--- src/rtl/uart_tx_arbiter.sv ---
// uart_tx_arbiter: round-robin, frame-locking sequencer sharing one UART TX core among NUM_REQ byte streams.
module uart_tx_arbiter #(
  parameter int NUM_REQ      = 4,
  parameter int LOCK_TIMEOUT = 1024
) (
  input  logic                 clk,
  input  logic                 rst_n,
  input  logic [NUM_REQ-1:0]   req_valid,
  input  logic [8*NUM_REQ-1:0] req_data,
  input  logic [NUM_REQ-1:0]   req_last,
  output logic [NUM_REQ-1:0]   req_ready,
  output logic [NUM_REQ-1:0]   grant,
  output logic                 tx_start,
  output logic [7:0]           tx_data,
  input  logic                 tx_busy,
  output logic                 lock_drop
);
  localparam int PW = $clog2(NUM_REQ);
  typedef enum logic [2:0] {IDLE, ISSUE, WAIT_BUSY, WAIT_DONE, HOLD} state_t;
  state_t state, state_nx;
  logic [PW-1:0] ptr, ptr_nx, pick, idx, sel;
  logic found, last_flag, last_nx, drop_nx, timeout;
  logic [NUM_REQ-1:0] grant_nx, ready_nx;
  logic [7:0] data_nx, data_sel;
  logic [15:0] cnt, cnt_nx;
  assign timeout  = (LOCK_TIMEOUT != 0) && (cnt == 16'(LOCK_TIMEOUT - 1));
  assign sel      = (state == IDLE) ? pick : ptr;
  assign data_sel = req_data[{sel, 3'b000} +: 8];
  // descending scan so the nearest valid index after ptr is the final assignment
  always_comb begin
    pick = ptr;
    found = 1'b0;
    idx = '0;
    for (int i = NUM_REQ; i >= 1; i--) begin
      idx = PW'((int'(ptr) + i) % NUM_REQ);
      if (req_valid[idx]) begin
        pick = idx;
        found = 1'b1;
      end
    end
  end
  always_comb begin
    state_nx = state;
    grant_nx = grant;
    ptr_nx = ptr;
    data_nx = tx_data;
    last_nx = last_flag;
    cnt_nx = cnt;
    drop_nx = 1'b0;
    ready_nx = (state == ISSUE) ? grant : '0;
    case (state)
      IDLE: if (found && !tx_busy) begin
        state_nx = ISSUE;
        grant_nx = NUM_REQ'(1) << pick;
        ptr_nx = pick;
        data_nx = data_sel;
        last_nx = req_last[sel];
      end
      ISSUE: state_nx = WAIT_BUSY;
      WAIT_BUSY: state_nx = tx_busy ? WAIT_DONE : WAIT_BUSY;
      WAIT_DONE: if (!tx_busy) begin
        state_nx = last_flag ? IDLE : HOLD;
        grant_nx = last_flag ? '0 : grant;
        cnt_nx = '0;
      end
      HOLD: if (req_valid[ptr]) begin
        state_nx = ISSUE;
        data_nx = data_sel;
        last_nx = req_last[sel];
      end else if (timeout) begin
        state_nx = IDLE;
        grant_nx = '0;
        drop_nx = 1'b1;
      end else begin
        cnt_nx = cnt + 16'd1;
      end
      default: state_nx = IDLE;
    endcase
  end
  always_ff @(posedge clk or negedge rst_n) begin
    if (!rst_n) begin
      state <= IDLE;
      grant <= '0;
      ptr <= PW'(NUM_REQ - 1);
      tx_data <= 8'h00;
      last_flag <= 1'b0;
      cnt <= '0;
      tx_start <= 1'b0;
      req_ready <= '0;
      lock_drop <= 1'b0;
    end else begin
      state <= state_nx;
      grant <= grant_nx;
      ptr <= ptr_nx;
      tx_data <= data_nx;
      last_flag <= last_nx;
      cnt <= cnt_nx;
      tx_start <= (state == ISSUE);
      req_ready <= ready_nx;
      lock_drop <= drop_nx;
    end
  end
endmodule
--- config.mk ---
export PLATFORM = sky130hd
export DESIGN_NAME = uart_tx_arbiter
export DESIGN_NICKNAME = d
export VERILOG_FILES = /design/src/rtl/uart_tx_arbiter.sv
export SDC_FILE = /design/constraint.sdc
export NUM_CORES = 1
export LEC_CHECK = 0
export CORE_MARGIN = 8
export CORE_UTILIZATION = 45
export DETAILED_ROUTE_END_ITERATION = 8
export PLACE_DENSITY = 0.72
export RECOVER_POWER = 100
export SLEW_MARGIN = 5
export SYNTH_ARGS = -nofsm -noshare
export SYNTH_HDL_FRONTEND = slang
export SYNTH_SLANG_ARGS = --single-unit
export TNS_END_PERCENT = 10
--- constraint.sdc ---
create_clock -name clk -period 2.8 [get_ports clk]
set_clock_uncertainty 0.2 [all_clocks]
set_input_delay 0.56 -clock clk [delete_from_list [all_inputs] [get_ports clk]]
set_output_delay 0.56 -clock clk [all_outputs]
set_load 0.005 [all_outputs]
==> flow_summary_export.csv, run 1 <==
group,metric,value,unit
detailed_routing,ant_nets,0,
worst_setup_path,cp.arrival,2.56,ns
logic_synthesis,yosysSeqAreaShare,38.58,%
clocking,clk_latency,0.29,ns
clocking,clk_pin_slew,0.08,ns
die,rows,27,
sta,fmax,389.5,MHz
worst_setup_path,regToRegSetupSlack,0.25,ns
sta,fin_crit,2.567,ns
worst_setup_path,cp_max_fo,5,
global_route,grt_pass1_wl,12900,microns
worst_setup_path,crit_chain,"clkdlybuf4s50_1 -> mux4_2 -> or2_0 -> nor4b_4 -> clkbuf_4 -> xnor2_1 -> nor2_1",
clocking,cts.sinks,40,
global_route,met2_usage,28.25,%
global_route,gr-total-overflow,0,
detailed_routing,routed_wirelength,7445,microns
sta,rsz0062_at_grt,"no",
logic_synthesis,synth.distinct_cells,56,
clocking,postCtsSetupRepairBufs,0,
worst_setup_path,timing.rr.start,"state[2]$_DFFE_PN0P_",
place,gp_congestion,0.8282,
job,maxCapViolCount,0,
sta,worst_pin_slew,0.9104,ns
clocking,clockBufferDepth,2,
worst_setup_path,crit_type,"in2reg",
power,p_per_area,729.4,nW/um^2
detailed_routing,avgViaCountPerCell,5.921,
clocking,cts_max_level,2,
global_route,grt_pass1_vias,2749,
clocking,cts_root_buf,"clkbuf_8",
detailed_routing,drc,0,
die,die_y,92.03,microns
logic_synthesis,ys_async_sr_fraction,100.0,%
clocking,numCtsBuffers,5,
logic_synthesis,synth_warnings,0,
logic_synthesis,synth_nets,344,
clocking,cts_tree,"done",
sta,max_slew_margin,39.31,%
detailed_routing,drtIter0Drc,139,
sta,slew_violations,0,
power,cellLeakagePower,1.394,nW
logic_synthesis,synth_edf_count,0,
logic_synthesis,synth_area_per_cell,8.671,sq um
place,hpwl,5439,microns
power,peakVddDrop,610.2,uV
worst_setup_path,crit_path_start_kind,"primary input",
outcome,status,"completed",
worst_setup_path,cp-end-kind,"register",
global_route,use_met1,23.63,%
global_route,grt_max_degree,41,
worst_setup_path,max_stage_delay,0.55,ns
clocking,cts_hold_buf,0,
worst_setup_path,worstSetupStartpoint,"req_valid[3]",
place,port_buffers,60,
detailed_routing,wl_per_cell,16.77,microns
detailed_routing,first_pass_iters,6,
logic_synthesis,ys.flop_type,"dfrtp_1",
global_route,met3_usage,4.238,%
clocking,cts_resized,0,
logic_synthesis,ys_ff_latch,40,
power,power,2.521,mW
layout,drive_above_1_share,11.02,%
sta,worst_slack,0.2329,ns
worst_setup_path,slowest_stage,"mux4_2",
sta,setup_violations,0,
sta,period_share,91.68,%
layout,area_growth,32.85,%
die,start_util,46.95,%
die,io_pins,61,
die,core_region_area,5540,sq um
worst_setup_path,crit_required,2.79,ns
place,pre_cts_slack,-0.1045,ns
global_route,grt_antenna_before_repair,0,
global_route,grt_usage,18.29,%
logic_synthesis,syn-cell-area,2601,sq um
sta,hold_viol,0,
die,die-area,8470,sq um
layout,final_nets,415,
global_route,busiest_layer,"met2",
detailed_routing,route.vias.total,2629,
layout,diodes,0,
logic_synthesis,synthCells,300,
die,die_x,92.03,microns
layout,final_core_util,62.38,%
worst_hold_path,hold_class,"in2async",
==> kinds of logic (layout without fill, tap and decap cells) <==
| group | after synthesis | count (layout) | synth area share, % |
|---|---|---|---|
| adder cells (fa/ha/maj) | 1 | 1 | 0.4809 |
| buffers and inverters | 22 | 94 | 3.944 |
| multiplexers | 1 | 1 | 0.8657 |
| AND/OR/NAND/NOR | 146 | 146 | 31.12 |
| flip-flops | 40 | 40 | 38.58 |
| XOR/XNOR | 9 | 9 | 3.030 |
| AO/OA/AOI/OAI | 81 | 81 | 21.98 |
==> worst max-delay path: cells and delay by family <==
| family | cells | cell delay (ns) |
|---|---|---|
| xor+xnor | 1 | 0.11 |
| buf+inv | 2 | 0.68 |
| simple gates | 3 | 0.65 |
| mux | 1 | 0.55 |
==> power breakdown <==
group | switching [mW] | internal [mW] | total [mW]
clock network | 0.205 | 0.175 | 0.380
registers | 0.118 | 0.719 | 0.837
logic | 0.702 | 0.602 | 1.30
total | 1.02 | 1.50 | 2.52
==> stage by stage <==
| step | cells | TNS (ns) | hold slack [ns] | instance area [sq um] |
|---|---|---|---|---|
| 2_1_floorplan | 300 | 0 | 0.06441 | 2601 |
| 3_3_place_gp | 436 | 0 | 0.2832 | 3397 |
| 3_5_place_dp | 436 | -0.7967 | 0.2962 | 3397 |
| 4_1_cts | 444 | 0 | 0.2261 | 3478 |
| 5_1_grt | 444 | 0 | 0.2667 | 3456 |
| 6_report | 444 | 0 | 0.1900 | 3456 |
==> cell usage in the layout (no fill, tap or decap), drive strengths merged, types with 2 or more instances in the layout <==
cell / instances
nor4: 10
nor4bb: 8
xor2: 6
nand3: 5
nand4: 7
o21a: 3
xnor2: 3
nor2: 45
o31ai: 2
nor3: 18
a21oi: 13
nand3b: 2
o211ai: 8
nand2: 26
or3: 2
and3: 3
dfstp: 2
inv: 2
o21ai: 25
a21o: 3
or2: 2
o32a: 10
dfrtp: 38
clkbuf: 9
a31oi: 2
clkdlybuf4s50: 40
nand2b: 3
and2: 5
dlygate4sd3: 19
o32ai: 8
or4: 2
buf: 23
==> sequential cells by signal (all words and copies together), names as in the netlist <==
register,count
cnt,16
tx_data,8
grant,4
req_ready,4
state,3
ptr,2
last_flag,1
lock_drop,1
tx_start,1
==> cell type report <==
class	count	area (sq um)
Fill cell	518	2085
Multi-Input combinational cell	238	1476
Sequential cell	40	1003
Timing Repair Buffer	84	797.0
Tap cell	72	90.09
Clock buffer	7	76.32
Inverter	2	7.507
Clock inverter	1	5.005
==> per-layer routing <==
| layer | vias to the layer above | share of wire [%] |
|---|---|---|
| met1 | 1263 | 45 |
| li1 | 1272 | - |
| met5 | - | 0 |
| met3 | 12 | 5.5 |
| met4 | 0 | 2.0 |
| met2 | 82 | 48 |
==> synth_stat cells (all sizes together) (3+ instances only) <==
| library cell | n | area share, % |
|---|---|---|
| nor2 | 45 | 6.8 |
| dfrtp | 38 | 37 |
| nand2 | 26 | 3.8 |
| o21ai | 25 | 5.1 |
| nor3 | 18 | 4.3 |
| a21oi | 13 | 2.6 |
| clkbuf | 11 | 1.6 |
| nor4 | 10 | 2.4 |
| o32a | 10 | 3.8 |
| buf | 9 | 2.1 |
| nor4bb | 8 | 3.1 |
| o211ai | 8 | 2.3 |
| o32ai | 8 | 2.7 |
| nand4 | 7 | 1.7 |
| xor2 | 6 | 2.0 |
| and2 | 5 | 1.2 |
| nand3 | 5 | 0.96 |
| a21o | 3 | 0.87 |
| and3 | 3 | 0.72 |
| nand2b | 3 | 0.72 |
| o21a | 3 | 0.87 |
| xnor2 | 3 | 1.0 |
==> final timing paths <==
check | to | cells past startpoint
worst max-delay path | cnt[8]$_DFFE_PN0P_ | 7
worst min-delay path | cnt[1]$_DFFE_PN0P_ | 1
worst max register to register | cnt[8]$_DFFE_PN0P_ | 7
worst min register to register | grant[3]$_DFFE_PN0P_ | 1
max in group asynchronous | req_ready[2]$_DFF_PN0_ | 1
min in group clk | grant[3]$_DFFE_PN0P_ | 1
Note: power is estimated with default switching activity, not from simulation.
==> run 2, diff against run 1 <==
--- a/config.mk
+++ b/config.mk
@@ -5,7 +5,6 @@
 export SDC_FILE = /design/constraint.sdc
 export NUM_CORES = 1
 export LEC_CHECK = 0
-export CORE_MARGIN = 8
 export CORE_UTILIZATION = 45
 export DETAILED_ROUTE_END_ITERATION = 8
 export PLACE_DENSITY = 0.72
==> flow_summary_export.csv, run 2 (synthesis gave the netlist of run 1 again) <==
group,metric,value,unit
power,p_int,1.545,mW
detailed_routing,drc,0,
worst_setup_path,timing.rr.start,"cnt[10]$_DFFE_PN0P_",
die,start_util,46.95,%
global_route,gr-total-overflow,0,
power,power,2.579,mW
detailed_routing,routed_wirelength,7063,microns
die,die_x,78.03,microns
layout,largestRegisters,"cnt x16, tx_data x8",
sta,fin_tns_setup,0,ns
global_route,grt_max_degree,41,
layout,area_growth,34.25,%
clocking,clk_latency,0.30,ns
die,core_region_area,5540,sq um
clocking,cts_tree,"done",
worst_setup_path,cpMostUsedCell,"or4_1",
power,power_frac_seq,33.2,%
worst_setup_path,path_buf_inv,0,
place,hpwl,5044,microns
die,die-area,6089,sq um
worst_setup_path,crit_chain,"or4_1 -> or4_1 -> o21ai_1 -> nor3_1 -> xnor2_1 -> nor2_1",
clocking,cts_root_buf,"clkbuf_8",
clocking,cts_max_level,2,
layout,final_core_util,63.03,%
global_route,grt_pass1_vias,2414,
die,rows,27,
power,cellLeakagePower,1.396,nW
detailed_routing,drtIter0Drc,150,
sta,fmax,381.5,MHz
layout,largest_register,"cnt",
clocking,clockBufferDepth,2,
layout,final_nets,416,
die,io_pins,61,
sta,hold_ws,0.1885,ns
global_route,grt_pass1_wl,11790,microns
place,gp_congestion,0.8432,
worst_setup_path,regToRegSetupSlack,0.18,ns
power,comb_power_share,50.5,%
worst_setup_path,ff2ff_path_depth,6,
job,maxCapViolCount,0,
outcome,status,"completed",
worst_setup_path,r2r_end,"cnt[15]$_DFFE_PN0P_",
worst_setup_path,path_delay_family,"simple AND/OR/NAND/NOR gates",
sta,rsz0062_at_grt,"no",
worst_setup_path,slowest_stage,"or4_1",
worst_setup_path,cp-end-kind,"register",
worst_setup_path,cp_max_fo,8,
worst_hold_path,hold_class,"in2async",
sta,fin_crit,2.621,ns
power,p_per_area,738.5,nW/um^2
worst_setup_path,crit_required,2.79,ns
layout,drive_above_1_share,11.53,%
clocking,cts_hold_buf,0,
clocking,cts_resized,0,
worst_setup_path,max_stage_delay,0.51,ns
clocking,cts.sinks,40,
clocking,clk_pin_slew,0.08,ns
detailed_routing,ant_nets,0,
sta,period_share,93.61,%
sta,max_slew_margin,39.38,%
global_route,grt_antenna_before_repair,0,
worst_setup_path,worstSetupStartpoint,"cnt[10]$_DFFE_PN0P_",
detailed_routing,wl_per_cell,15.87,microns
layout,fillers,483,
power,swShare,40.10,%
sta,setup_violations,0,
worst_setup_path,crit_cells,6,
layout,layout_commonest_cell,"nor2_1",
layout,diodes,0,
worst_setup_path,crit_type,"reg2reg",
detailed_routing,avgViaCountPerCell,5.769,
power,peakVddDrop,389.3,uV
worst_setup_path,crit_path_start_kind,"register",
sta,slew_violations,0,
detailed_routing,route.vias.total,2567,
power,p_clk_share,16.3,%
layout,final_cell_mix,"nor2_1 (44), clkdlybuf4s50_1 (40), dfrtp_1 (38)",
die,die_y,78.03,microns
power,switchingPower,1.034,mW
clocking,numCtsBuffers,5,
detailed_routing,first_pass_iters,4,
worst_setup_path,cp.arrival,2.61,ns
sta,hold_viol,0,
clocking,postCtsSetupRepairBufs,0,
layout,largest_reg_flops,16,
place,port_buffers,60,
global_route,grt_usage,24.35,%
sta,worst_pin_slew,0.9093,ns
==> run 2: worst max path at each step <==
stage | end | slack, ns
5_1_grt | cnt[6]$_DFFE_PN0P_ | 0.08
6_report | cnt[15]$_DFFE_PN0P_ | 0.18
2_1_floorplan | cnt[14]$_DFFE_PN0P_ | 0.45
3_3_place_gp | cnt[14]$_DFFE_PN0P_ | -0.02
3_5_place_dp | cnt[14]$_DFFE_PN0P_ | -0.03
4_1_cts | cnt[10]$_DFFE_PN0P_ | 0.27
==> run 2: area by class of cell <==
class / count / area (sq um) / share of cell area, %
Tap cell: 72 / 90.09 / 2.580
Clock inverter: 2 / 15.01 / 0.4300
Multi-Input combinational cell: 238 / 1480 / 42.39
Clock buffer: 6 / 82.58 / 2.365
Sequential cell: 40 / 1003 / 28.74
Inverter: 2 / 7.507 / 0.2150
Timing Repair Buffer: 85 / 813.3 / 23.29
==> run 2: worst reg2reg max path, cell delays in order, from the launching register on <==
cell	delay, ns
dfrtp_1	0.41
or4_1	0.52
or4_1	0.51
o21ai_1	0.51
nor3_1	0.15
xnor2_1	0.16
nor2_1	0.05
==> run 2: power groups by stage <==
| stage | logic (mW) | registers (mW) | clock network (mW) |
|---|---|---|---|
| after detailed placement | 1.33 | 0.869 | 0 |
| final | 1.30 | 0.857 | 0.420 |
| after CTS | 1.34 | 0.861 | 0.430 |
| after floorplan | 0.815 | 0.813 | 0 |
| after global routing | 1.42 | 0.879 | 0.457 |
| after global placement | 1.32 | 0.868 | 0 |
==> run 2: metal layers <==
| layer | global-route usage (%) | part of all wire [%] | vias up |
|---|---|---|---|
| li1 | - | - | 1265 |
| met4 | 5.926 | 1.1 | 0 |
| met5 | 0 | 0 | - |
| met3 | 4.302 | 5.8 | 9 |
| met2 | 39.56 | 50 | 86 |
| met1 | 33.70 | 43 | 1207 |
==> run 2: per-stage QoR <==
step / std cells / setup slack (ns) / cell area, sq um
2_1_floorplan: 300 / 0.4529 / 2601
3_3_place_gp: 437 / -0.01509 / 3417
3_5_place_dp: 437 / -0.02854 / 3417
4_1_cts: 445 / 0.2743 / 3515
5_1_grt: 445 / 0.08449 / 3492
6_report: 445 / 0.1790 / 3492
